### src/rtl/mult_share_arbiter.sv
// -----------------------------------------------------------------------------
// mult_share_arbiter
//
// Two requesters share one shift-add multiplier. In IDLE a pending request is
// granted and its operands are captured. The engine then adds one partial
// product per clock for WIDTH clocks, and the product is returned with the ID
// of the requester that owns it.
//
// Parameters:
//   WIDTH    operand width (>= 2); the product is 2*WIDTH bits
//
// Ports:
//   clk      system clock, rising edge
//   reset    asynchronous, active-high; clears all state
//   req0/1   request from port 0/1; held high until the matching ack is seen
//   a0/1     multiplicand of port 0/1 (unsigned)
//   b0/1     multiplier of port 0/1 (unsigned)
//   ack0/1   one-cycle pulse: operands of port 0/1 were captured
//   busy     high while the engine is in RUN or DONE
//   done     one-cycle pulse: product/done_id are valid
//   done_id  requester that owns the current product
//   product  unsigned product; held until the next done
//
// Build option:
//   MULT_ARB_FAIR_RR_EN  defined   -> round-robin on contention
//                        undefined -> port 0 has fixed priority
// -----------------------------------------------------------------------------
module mult_share_arbiter #(
  parameter int WIDTH = 8
) (
  input  logic               clk,
  input  logic               reset,
  input  logic               req0,
  input  logic [WIDTH-1:0]   a0,
  input  logic [WIDTH-1:0]   b0,
  input  logic               req1,
  input  logic [WIDTH-1:0]   a1,
  input  logic [WIDTH-1:0]   b1,
  output logic               ack0,
  output logic               ack1,
  output logic               busy,
  output logic               done,
  output logic               done_id,
  output logic [2*WIDTH-1:0] product
);

  localparam int CNT_W = $clog2(WIDTH);
  localparam int PW    = 2 * WIDTH;

  typedef enum logic [1:0] {IDLE, RUN, DONE} state_t;

  state_t           state_q, state_d;
  logic [PW-1:0]    mcand_q, mcand_d;
  logic [PW-1:0]    acc_q, acc_d;
  logic [PW-1:0]    product_q, product_d;
  logic [WIDTH-1:0] mplr_q, mplr_d;
  logic [CNT_W-1:0] cnt_q, cnt_d;
  logic             owner_q, owner_d;
  logic             ack0_q, ack0_d;
  logic             ack1_q, ack1_d;
  logic             done_q, done_d;
  logic             done_id_q, done_id_d;
  logic             grant1;
  logic [PW-1:0]    sum;

`ifdef MULT_ARB_FAIR_RR_EN
  logic             last_q, last_d;

  // On contention the port that did not win last time is served.
  assign grant1 = req1 & (~req0 | ~last_q);
`else
  assign grant1 = req1 & ~req0;
`endif

  always_comb begin
    state_d   = state_q;
    mcand_d   = mcand_q;
    acc_d     = acc_q;
    product_d = product_q;
    mplr_d    = mplr_q;
    cnt_d     = cnt_q;
    owner_d   = owner_q;
    ack0_d    = 1'b0;
    ack1_d    = 1'b0;
    done_d    = 1'b0;
    done_id_d = done_id_q;
`ifdef MULT_ARB_FAIR_RR_EN
    last_d    = last_q;
`endif
    sum       = acc_q + (mplr_q[0] ? mcand_q : '0);

    case (state_q)
      IDLE: begin
        if (req0 | req1) begin
          mcand_d = {{WIDTH{1'b0}}, (grant1 ? a1 : a0)};
          mplr_d  = grant1 ? b1 : b0;
          acc_d   = '0;
          cnt_d   = '0;
          owner_d = grant1;
          ack0_d  = ~grant1;
          ack1_d  = grant1;
`ifdef MULT_ARB_FAIR_RR_EN
          last_d  = grant1;
`endif
          state_d = RUN;
        end
      end
      RUN: begin
        acc_d   = sum;
        mcand_d = mcand_q << 1;
        mplr_d  = mplr_q >> 1;
        cnt_d   = cnt_q + CNT_W'(1);
        // The last step's sum goes straight to the output register.
        if (cnt_q == CNT_W'(WIDTH - 1)) begin
          product_d = sum;
          done_d    = 1'b1;
          done_id_d = owner_q;
          state_d   = DONE;
        end
      end
      DONE: begin
        state_d = IDLE;
      end
      default: begin
        state_d = IDLE;
      end
    endcase
  end

  always_ff @(posedge clk or posedge reset) begin
    if (reset) begin
      state_q   <= IDLE;
      mcand_q   <= '0;
      acc_q     <= '0;
      product_q <= '0;
      mplr_q    <= '0;
      cnt_q     <= '0;
      owner_q   <= 1'b0;
      ack0_q    <= 1'b0;
      ack1_q    <= 1'b0;
      done_q    <= 1'b0;
      done_id_q <= 1'b0;
`ifdef MULT_ARB_FAIR_RR_EN
      last_q    <= 1'b1;
`endif
    end else begin
      state_q   <= state_d;
      mcand_q   <= mcand_d;
      acc_q     <= acc_d;
      product_q <= product_d;
      mplr_q    <= mplr_d;
      cnt_q     <= cnt_d;
      owner_q   <= owner_d;
      ack0_q    <= ack0_d;
      ack1_q    <= ack1_d;
      done_q    <= done_d;
      done_id_q <= done_id_d;
`ifdef MULT_ARB_FAIR_RR_EN
      last_q    <= last_d;
`endif
    end
  end

  assign ack0    = ack0_q;
  assign ack1    = ack1_q;
  assign busy    = (state_q != IDLE);
  assign done    = done_q;
  assign done_id = done_id_q;
  assign product = product_q;

endmodule

### config.mk
export PLATFORM = sky130hd
export DESIGN_NAME = mult_share_arbiter
export DESIGN_NICKNAME = d
export VERILOG_FILES = /design/src/rtl/mult_share_arbiter.sv
export SDC_FILE = /design/constraint.sdc
export NUM_CORES = 1
export LEC_CHECK = 0
export CAP_MARGIN = 5
export CELL_PAD_IN_SITES_DETAIL_PLACEMENT = 2
export CELL_PAD_IN_SITES_GLOBAL_PLACEMENT = 2
export CORE_MARGIN = 10
export CORE_UTILIZATION = 33
export CTS_CLUSTER_DIAMETER = 50
export DETAILED_ROUTE_END_ITERATION = 10
export GPL_TIMING_DRIVEN = 0
export PLACE_DENSITY = 0.8
export SLEW_MARGIN = 20
export SYNTH_ARGS = -nofsm -noshare
export SYNTH_HDL_FRONTEND = slang
export SYNTH_SLANG_ARGS = --single-unit
### constraint.sdc
create_clock -name clk -period 2.9 [get_ports clk]
set_input_delay 0.58 -clock clk [delete_from_list [all_inputs] [get_ports clk]]
set_output_delay 0.58 -clock clk [all_outputs]
set_load 0.01 [all_outputs]
==> impl_results.html, run 1 <==
<table>
<tr><th>Metric</th><th>Value</th></tr>
<tr><th colspan="2">Critical path</th></tr>
<tr><td>Cell with the largest stage delay on the worst path</td><td>or4_1</td></tr>
<tr><td>Worst R2R Path Depth</td><td>10</td></tr>
<tr><td>Crit path capture type</td><td>register</td></tr>
<tr><td>Worst r2r src</td><td>mplr_q[0]</td></tr>
<tr><td>Data arrival time of the worst path</td><td>between 2 and 3 ns</td></tr>
<tr><td>FF-to-FF End</td><td>product[15]</td></tr>
<tr><td>Worst reg-to-reg setup slack</td><td>0.20 ns</td></tr>
<tr><td>Setup CP Type</td><td>register to register</td></tr>
<tr><td>Critical path launch point</td><td>mplr_q[0]</td></tr>
<tr><td>Required time worst endpoint</td><td>roughly 3.2 ns</td></tr>
<tr><td>Critical Path Source Type</td><td>register</td></tr>
<tr><td>Crit Path Max Fanout</td><td>10</td></tr>
<tr><td>Critical path, cell by cell</td><td>buf_4 -&gt; and2_1 -&gt; ha_1 -&gt; clkbuf_1 -&gt; nand2_1 -&gt; o21ai_1 -&gt; a221o_1 -&gt; a31o_1 -&gt; or4_1 -&gt; nand3_1</td></tr>
<tr><td>Largest stage delay, worst path</td><td>between 0.5 and 0.6 ns</td></tr>
<tr><th colspan="2">Clock network</th></tr>
<tr><td>Number of sinks on the clock net</td><td>66</td></tr>
<tr><td>Root Buffer</td><td>clkbuf_8</td></tr>
<tr><td>Clock edge transition at the registers on the reported setup and hold paths</td><td>~0.070 ns</td></tr>
<tr><td>CTS H-tree depth</td><td>3</td></tr>
<tr><td>TritonCTS Buffers</td><td>9</td></tr>
<tr><td>Worst-case clock buffer depth</td><td>2</td></tr>
<tr><td>TritonCTS clock tree</td><td>built</td></tr>
<tr><td>Hold Buf Count CTS</td><td>0</td></tr>
<tr><td>Clk Latency, worst-skew pair</td><td>roughly 0.35 ns</td></tr>
<tr><th colspan="2">Floorplanning</th></tr>
<tr><td>Initial core utilization</td><td>between 30% and 40%</td></tr>
<tr><td>Area of the core region</td><td>~10000 um^2</td></tr>
<tr><td>Cell Rows</td><td>37</td></tr>
<tr><td>Y dimension of the die</td><td>roughly 120 um</td></tr>
<tr><td>Die Area</td><td>~15000 um^2</td></tr>
<tr><td>Die span in x</td><td>about 120 um</td></tr>
<tr><td>Boundary pin count</td><td>57</td></tr>
<tr><th colspan="2">Pwr</th></tr>
<tr><td>Static Leakage</td><td>2.03 nW</td></tr>
<tr><td>Combinational group share of total power</td><td>~48%</td></tr>
<tr><td>Maximum VDD drop</td><td>between 0.2 and 0.3 mV</td></tr>
<tr><td>Cell-internal power</td><td>between 2 and 3 mW</td></tr>
<tr><td>Sequential Power Share</td><td>between 30% and 40%</td></tr>
<tr><td>Net switching power</td><td>between 1.5 and 2 mW</td></tr>
<tr><td>Clock network fraction of design power</td><td>a little under a fifth</td></tr>
<tr><td>Power consumption</td><td>~4.6 mW</td></tr>
<tr><td>Areal power density over the cells</td><td>1010 nW/um^2</td></tr>
<tr><td>Switching Fraction</td><td>40.8%</td></tr>
<tr><th colspan="2">Final layout</th></tr>
<tr><td>Fraction of final layout cells sized beyond drive strength 1</td><td>7.35%</td></tr>
<tr><td># diodes</td><td>0</td></tr>
<tr><td>Total non-filler cell area in the finished layout</td><td>4530 um^2</td></tr>
<tr><td>Number of non-filler instances in the completed layout</td><td>slightly below 600</td></tr>
<tr><td>Nets@finish</td><td>roughly 500</td></tr>
<tr><td>Layout-stage area growth over the synthesis result</td><td>27.6%</td></tr>
<tr><td>Share of the core filled with cells in the final layout</td><td>a little over two fifths</td></tr>
<tr><th colspan="2">Placement</th></tr>
<tr><td>Number of cells after detailed placement</td><td>between 500 and 600</td></tr>
<tr><td>Post-detailed-placement half-perimeter wirelength</td><td>around 8400 um</td></tr>
<tr><td>Post-Place Worst Slack</td><td>-0.198 ns</td></tr>
<tr><td>Number of buffer cells added on primary ports</td><td>56</td></tr>
<tr><td>Placed Area</td><td>4310 um^2</td></tr>
<tr><td>Final weighted congestion in routability-driven placement</td><td>slightly below 0.9</td></tr>
<tr><th colspan="2">Timing</th></tr>
<tr><td>Fin crit share</td><td>a little over 90%</td></tr>
<tr><td>Max_slew headroom</td><td>a little over half</td></tr>
<tr><td>Max-slew violation count</td><td>0</td></tr>
<tr><td>RSZ-0062 raised after global routing</td><td>false</td></tr>
<tr><td>Number of hold violations in the final report</td><td>0</td></tr>
<tr><td>Transition at the pin with the smallest max-transition slack</td><td>a little under 0.7 ns</td></tr>
<tr><td>Achievable frequency</td><td>between 300 and 400 MHz</td></tr>
<tr><td>Final Critical Period</td><td>about 2.7 ns</td></tr>
<tr><td>Worst Hold Margin</td><td>0.480 ns</td></tr>
<tr><td>Total Neg Setup Slack</td><td>0 ns</td></tr>
<tr><td>Final setup violation count</td><td>0</td></tr>
<tr><td>Clock Skew</td><td>around 0.011 ns</td></tr>
<tr><td>Worst Setup Slack, final</td><td>approximately 0.20 ns</td></tr>
<tr><th colspan="2">Route</th></tr>
<tr><td>Pre-antenna DRT Iters</td><td>4</td></tr>
<tr><td>Post-DR vias/cell</td><td>5.25</td></tr>
<tr><td>Average wire per standard cell</td><td>between 15 and 20 um</td></tr>
<tr><td>Number of nets with antenna violations after detailed routing</td><td>0</td></tr>
<tr><td>DRT iter0 DRCs</td><td>approximately 180</td></tr>
<tr><td>Number of vias in the routed layout</td><td>3071</td></tr>
<tr><td>Residual DRC</td><td>0</td></tr>
<tr><td>Final wirelength</td><td>roughly 11000 um</td></tr>
<tr><th colspan="2">GRT</th></tr>
<tr><td>Via count of the first global-routing pass</td><td>3468</td></tr>
<tr><td>GRT Resource Usage Total</td><td>around 15%</td></tr>
<tr><td>Largest net degree at the start of global routing</td><td>42</td></tr>
<tr><td>Number of antenna violations at the first check in global routing</td><td>0</td></tr>
<tr><td>Global-route wire length before repair</td><td>18200 um</td></tr>
<tr><td>Total congestion overflow</td><td>0</td></tr>
<tr><th colspan="2">Synth</th></tr>
<tr><td>Syn Inst Count</td><td>about 380</td></tr>
<tr><td>Async set-or-reset flop fraction in the synthesized netlist</td><td>between 90% and 100%</td></tr>
<tr><td>Mean instance size in the synthesized netlist</td><td>around 9.5 um^2</td></tr>
<tr><td>Most used flip-flop cell after synthesis</td><td>dfrtp_1</td></tr>
<tr><td>Synth Cell Area</td><td>3550 um^2</td></tr>
<tr><td>Post-synthesis sequential area ratio</td><td>between 40% and 50%</td></tr>
<tr><td>Count of synthesis-stage warnings from yosys</td><td>0</td></tr>
<tr><td>EDFF count, synth</td><td>0</td></tr>
<tr><td>Post-Synthesis Net Count</td><td>between 400 and 500</td></tr>
<tr><td>Distinct cell type count of the synthesized netlist</td><td>48</td></tr>
<tr><td>#FFs+latches synth</td><td>66</td></tr>
<tr><th colspan="2">Outcome</th></tr>
<tr><td>Run status</td><td>finished clean</td></tr>
<tr><th colspan="2">Worst hold path</th></tr>
<tr><td>Class of the most critical hold timing path</td><td>register to register</td></tr>
<tr><td>Launch point of the worst hold path</td><td>product[1]</td></tr>
<tr><td>Worst-case hold path end point</td><td>product[1]</td></tr>
<tr><td>Worst hold path depth</td><td>2</td></tr>
<tr><th colspan="2">Job</th></tr>
<tr><td>Number of max-cap violations</td><td>0</td></tr>
</table>
worst max-delay path by stage:
stage | cells past startpoint | slack, ns | to
2_1_floorplan | 10 | 0.36 | product[12]
3_3_place_gp | 2 | -0.57 | product[14]
6_report | 10 | 0.20 | product[15]
5_1_grt | 8 | 0.02 | mplr_q[0]
3_5_place_dp | 10 | -0.20 | product[12]
4_1_cts | 9 | 0.07 | product[12]
layer usage:
metal	track usage [%]	wire length (um)	up-vias
met3	3.08	471	13
met4	5.53	168	0
li1	-	-	1459
met1	18.7	4960	1546
met5	0	0	-
met2	25.6	5450	53
synth_stat cells (all sizes together) (2+ instances only):
| cell | number | area share [%] |
|---|---|---|
| dfrtp | 66 | 46 |
| nand2 | 61 | 6.4 |
| o21ai | 44 | 6.3 |
| a21oi | 28 | 4.4 |
| nor2 | 20 | 2.1 |
| and2 | 17 | 3.1 |
| ha | 17 | 6.0 |
| clkbuf | 15 | 1.6 |
| a22o | 14 | 3.5 |
| mux2i | 14 | 3.9 |
| xnor2 | 8 | 2.0 |
| a21o | 7 | 1.5 |
| buf | 7 | 1.1 |
| xor2 | 7 | 1.7 |
| inv | 5 | 0.53 |
| nand3 | 5 | 0.70 |
| nand4 | 5 | 0.88 |
| a311oi | 3 | 0.74 |
| a31o | 3 | 0.74 |
| and3 | 3 | 0.56 |
| nor3 | 3 | 0.42 |
| a22oi | 2 | 0.42 |
| mux2 | 2 | 0.63 |
| nand2b | 2 | 0.35 |
| nor2b | 2 | 0.35 |
| o21a | 2 | 0.42 |
| or4 | 2 | 0.42 |
cells in the final DEF, fill, tap and decap left out, drive strengths merged, types with 3 or more instances in the layout:
cell type | Yosys | layout
a21o | 7 | 7
a21oi | 28 | 28
a22o | 14 | 14
a311oi | 3 | 3
a31o | 3 | 3
and2 | 17 | 17
and3 | 3 | 3
buf | 7 | 11
clkbuf | 15 | 26
clkdlybuf4s50 | 0 | 56
dfrtp | 66 | 66
ha | 17 | 17
inv | 5 | 5
mux2i | 14 | 14
nand2 | 61 | 61
nand3 | 5 | 5
nand4 | 5 | 5
nor2 | 20 | 20
nor3 | 3 | 3
o21ai | 44 | 44
xnor2 | 8 | 8
xor2 | 7 | 7
power groups by stage:
stage	registers [mW]	clock network (mW)	logic, mW
final	1.56	0.831	2.21
after CTS	1.59	0.856	2.19
after global placement	1.56	0	2.07
after detailed placement	1.58	0	2.19
after global routing	1.62	0.887	2.50
after floorplan	1.55	0	1.37
sequential cells by signal, indices dropped and copies added, names as in the netlist:
signal / count
done: 1
mplr_q: 8
ack0: 1
owner_q: 1
ack1: 1
product: 16
done_id: 1
state_q: 2
mcand_q: 16
cnt_q: 3
acc_q: 16
final cells by class:
class	instances	area [um^2]
clock inverters	3	65.1
flip-flops and latches	66	1650
clock buffers	12	135
plain buffers	21	90.1
multi-input cells	282	1800
well taps	136	170
inverters	5	21.3
repair buffers	60	603
fillers	1132	5880
kinds of logic after synthesis:
kind of cell | count (synthesis) | synth area share [%]
muxes | 16 | 4.58
and+or+nand+nor | 122 | 15.7
adders and majority gates | 18 | 6.55
AOI/OAI and AO/OA | 111 | 19.8
DFF | 66 | 46.5
buffers and inverters | 27 | 3.17
xor gates and xnor gates | 15 | 3.70
repair_timing:
item                       4_1_cts  5_1_grt
gates resized for setup          2        0
cloned                           0        0
setup endpoints to repair        7        2
buffers inserted                 0        3
pin swaps                        0        1
worst max-delay path, delay by kind of cell, from the launching register on:
family	cells	cell delay (ns)
AOI/OAI and AO/OA	3	0.63
buffers and inverters	2	0.40
and+or+nand+nor	4	0.91
DFF	1	0.43
adders and majority gates	1	0.26
(Power assumes the default switching activity.)
==> inputs of run 2 (changes only) <==
==> constraint.sdc (replaced) <==
create_clock -name clk -period 2.9 [get_ports clk]
set_input_delay 0.29 -clock clk [delete_from_list [all_inputs] [get_ports clk]]
set_output_delay 0.29 -clock clk [all_outputs]
set_load 0.01 [all_outputs]
==> results of run 2 <==
The final DEF is identical to that of run 1. Status: finished clean.
Among the figures that moved: hold slack 0.480 ns -> 0.264 ns
==> inputs of run 3 (changes only) <==
- CORE_ASPECT_RATIO: unset -> 1.1
==> run 3 against run 2 <==
Compared with the run above:
- final cell count up 1.0%
- register-to-register slack worse by 0.08 ns
- critical path type unchanged
- critical path depth unchanged
- via count down 0.39%
- non-clock buffer count down 1
- global-route usage down 0.44 points
- die area about the same
==> impl_results.html, run 3 (synthesis results as in run 1) <==
<table>
<tr><th>Metric</th><th>Value</th></tr>
<tr><th colspan="2">Outcome</th></tr>
<tr><td>Run status</td><td>finished clean</td></tr>
<tr><th colspan="2">Critical path</th></tr>
<tr><td>Worst reg-to-reg setup slack</td><td>approximately 0.12 ns</td></tr>
<tr><td>Required time worst endpoint</td><td>about 3.2 ns</td></tr>
<tr><td>Critical Path End</td><td>product[15]</td></tr>
<tr><td>Critical Path Source Type</td><td>register</td></tr>
<tr><td>Critical path launch point</td><td>mplr_q[0]</td></tr>
<tr><td>Crit path capture type</td><td>register</td></tr>
<tr><td>Crit Path Max Fanout</td><td>15</td></tr>
<tr><td>Worst r2r src</td><td>mplr_q[0]</td></tr>
<tr><td>Data arrival time of the worst path</td><td>just over 3 ns</td></tr>
<tr><td>Setup CP Type</td><td>register to register</td></tr>
<tr><td>Worst R2R Path Depth</td><td>10</td></tr>
<tr><td>FF-to-FF End</td><td>product[15]</td></tr>
<tr><th colspan="2">Route</th></tr>
<tr><td>Number of vias in the routed layout</td><td>a little over 3000</td></tr>
<tr><td>Residual DRC</td><td>0</td></tr>
<tr><td>Number of nets with antenna violations after detailed routing</td><td>0</td></tr>
<tr><td>Final wirelength</td><td>between 10000 and 15000 um</td></tr>
<tr><td>DRT iter0 DRCs</td><td>approximately 140</td></tr>
<tr><td>Post-DR vias/cell</td><td>approximately 5.2</td></tr>
<tr><td>Average wire per standard cell</td><td>approximately 19 um</td></tr>
<tr><td>Pre-antenna DRT Iters</td><td>6</td></tr>
<tr><th colspan="2">Timing</th></tr>
<tr><td>Number of hold violations in the final report</td><td>0</td></tr>
<tr><td>Final setup violation count</td><td>0</td></tr>
<tr><td>Final Critical Period</td><td>~2.8 ns</td></tr>
<tr><td>Total Neg Setup Slack</td><td>0 ns</td></tr>
<tr><td>Transition at the pin with the smallest max-transition slack</td><td>0.673 ns</td></tr>
<tr><td>Fin crit share</td><td>a little over nine tenths</td></tr>
<tr><td>Clock Skew</td><td>between 0.006 and 0.007 ns</td></tr>
<tr><td>Max-slew violation count</td><td>0</td></tr>
<tr><td>Achievable frequency</td><td>360 MHz</td></tr>
<tr><td>RSZ-0062 raised after global routing</td><td>false</td></tr>
<tr><td>Max_slew headroom</td><td>55.1%</td></tr>
<tr><th colspan="2">Clock network</th></tr>
<tr><td>Worst-case clock buffer depth</td><td>2</td></tr>
<tr><td>Clk Latency, worst-skew pair</td><td>between 0.3 and 0.4 ns</td></tr>
<tr><td>Hold Buf Count CTS</td><td>0</td></tr>
<tr><td>TritonCTS clock tree</td><td>built</td></tr>
<tr><td>TritonCTS Buffers</td><td>9</td></tr>
<tr><td>Clock edge transition at the registers on the reported setup and hold paths</td><td>roughly 0.06 ns</td></tr>
<tr><td>CTS H-tree depth</td><td>3</td></tr>
<tr><td>Number of sinks on the clock net</td><td>between 60 and 70</td></tr>
<tr><td>Root Buffer</td><td>clkbuf_16</td></tr>
<tr><th colspan="2">Final layout</th></tr>
<tr><td>Commonest cells after routing, fill and taps aside</td><td>65 x dfrtp_1, 61 x nand2_1, 56 x clkdlybuf4s50_1</td></tr>
<tr><td># diodes</td><td>0</td></tr>
<tr><td>Layout-stage area growth over the synthesis result</td><td>30.8%</td></tr>
<tr><td>Leading cell type in the layout, fill and taps excluded</td><td>dfrtp_1</td></tr>
<tr><td>Share of the core filled with cells in the final layout</td><td>roughly 45%</td></tr>
<tr><td># fillers</td><td>about 1200</td></tr>
<tr><td>Nets@finish</td><td>498</td></tr>
<tr><td>Area of the multi-input gates</td><td>between 1500 and 2000 um^2</td></tr>
<tr><td>Fraction of final layout cells sized beyond drive strength 1</td><td>7.14%</td></tr>
<tr><td>Sequential cell area</td><td>between 1500 and 2000 um^2</td></tr>
<tr><th colspan="2">Pwr</th></tr>
<tr><td>Power consumption</td><td>approximately 5 mW</td></tr>
<tr><td>Maximum VDD drop</td><td>0.292 mV</td></tr>
<tr><td>Static Leakage</td><td>2.07 nW</td></tr>
<tr><td>Areal power density over the cells</td><td>between 1000 and 1500 nW/um^2</td></tr>
<tr><th colspan="2">Worst hold path</th></tr>
<tr><td>Class of the most critical hold timing path</td><td>primary input to asynchronous set/reset pin</td></tr>
<tr><th colspan="2">Floorplanning</th></tr>
<tr><td>Initial core utilization</td><td>~34%</td></tr>
<tr><td>Area of the core region</td><td>10400 um^2</td></tr>
<tr><td>Y dimension of the die</td><td>around 130 um</td></tr>
<tr><td>Die Area</td><td>~15000 um^2</td></tr>
<tr><td>Boundary pin count</td><td>between 50 and 60</td></tr>
<tr><td>Die span in x</td><td>119 um</td></tr>
<tr><td>Cell Rows</td><td>39</td></tr>
<tr><th colspan="2">Placement</th></tr>
<tr><td>Final weighted congestion in routability-driven placement</td><td>roughly 0.84</td></tr>
<tr><td>Post-detailed-placement half-perimeter wirelength</td><td>around 8500 um</td></tr>
<tr><td>Number of buffer cells added on primary ports</td><td>56</td></tr>
<tr><th colspan="2">GRT</th></tr>
<tr><td>Global-route wire length before repair</td><td>18000 um</td></tr>
<tr><td>Largest net degree at the start of global routing</td><td>36</td></tr>
<tr><td>Total congestion overflow</td><td>0</td></tr>
<tr><td>Via count of the first global-routing pass</td><td>roughly 3400</td></tr>
<tr><td>GRT Resource Usage Total</td><td>14.7%</td></tr>
<tr><td>Number of antenna violations at the first check in global routing</td><td>0</td></tr>
<tr><th colspan="2">Job</th></tr>
<tr><td>Number of max-cap violations</td><td>0</td></tr>
</table>
[run 3: cell types whose count changed in the layout (fill, tap and decap cells not counted)]
cell / previous run / this run
buf_12: 1 / 2
buf_4: 3 / 1
clkbuf_16: 0 / 9
clkbuf_8: 9 / 0
[run 3: worst max-delay path: stages, from the launching register on]
cell      delay, ns
dfrtp_2        0.43
buf_12         0.15
and2_1         0.15
ha_1           0.27
clkbuf_1       0.22
nand2_1        0.13
o21ai_1        0.12
a221o_1        0.33
a31o_1         0.26
or4_1          0.55
nand3_1        0.11
[run 3: worst min path at each step]
stage               slack [ns]  cells after the start  startpoint    endpoint
global route              0.37                      2       reset        ack0
finish                    0.32                      2       reset        ack0
global placement          0.46                      2     owner_q     done_id
floorplan                 0.41                      2        req0        ack0
detailed placement        0.47                      2  product[6]  product[6]
CTS                       0.34                      2       reset        ack0
[run 3: final cells by class]
| cell class | count | share of cell area [%] |
|---|---|---|
| clock inverters | 3 | 1.40 |
| inverters | 5 | 0.458 |
| flip-flops and latches | 66 | 35.6 |
| multi-input cells | 282 | 38.6 |
| clock buffers | 12 | 5.09 |
| plain buffers | 21 | 1.94 |
| well taps | 143 | 3.85 |
| repair buffers | 59 | 13.1 |
[run 3: timing repair]
item,in CTS,in global routing
endpoints found under the hold margin,0,0
setup buffers,0,2
pin swaps,0,1
setup endpoints to repair,8,2
resized for setup,2,0
[run 3: report_power, final]
group	switching, mW	internal [mW]	leakage, nW
clock	0.397	0.747	0.147
sequential	0.250	1.31	0.846
combinational	1.27	0.944	1.08
total	1.92	3.00	2.07
[run 3: metal layers]
metal	up-vias	share of wire, %	global-route usage, %
met2	59	50	26.0
met4	0	1.7	5.18
met1	1518	44	16.6
li1	1465	-	-
met3	17	4.3	4.24
met5	-	0	0
[run 3: metrics by stage]
stage               setup WS (ns)  std cells  area (um^2)  hold WS, ns
floorplan                   0.363        375         3550        0.408
global placement           -0.281        574         4290        0.457
detailed placement         -0.287        575         4320        0.470
CTS                        0.0370        589         4620        0.337
global route               0.0293        591         4650        0.368
finish                      0.121        591         4650        0.319
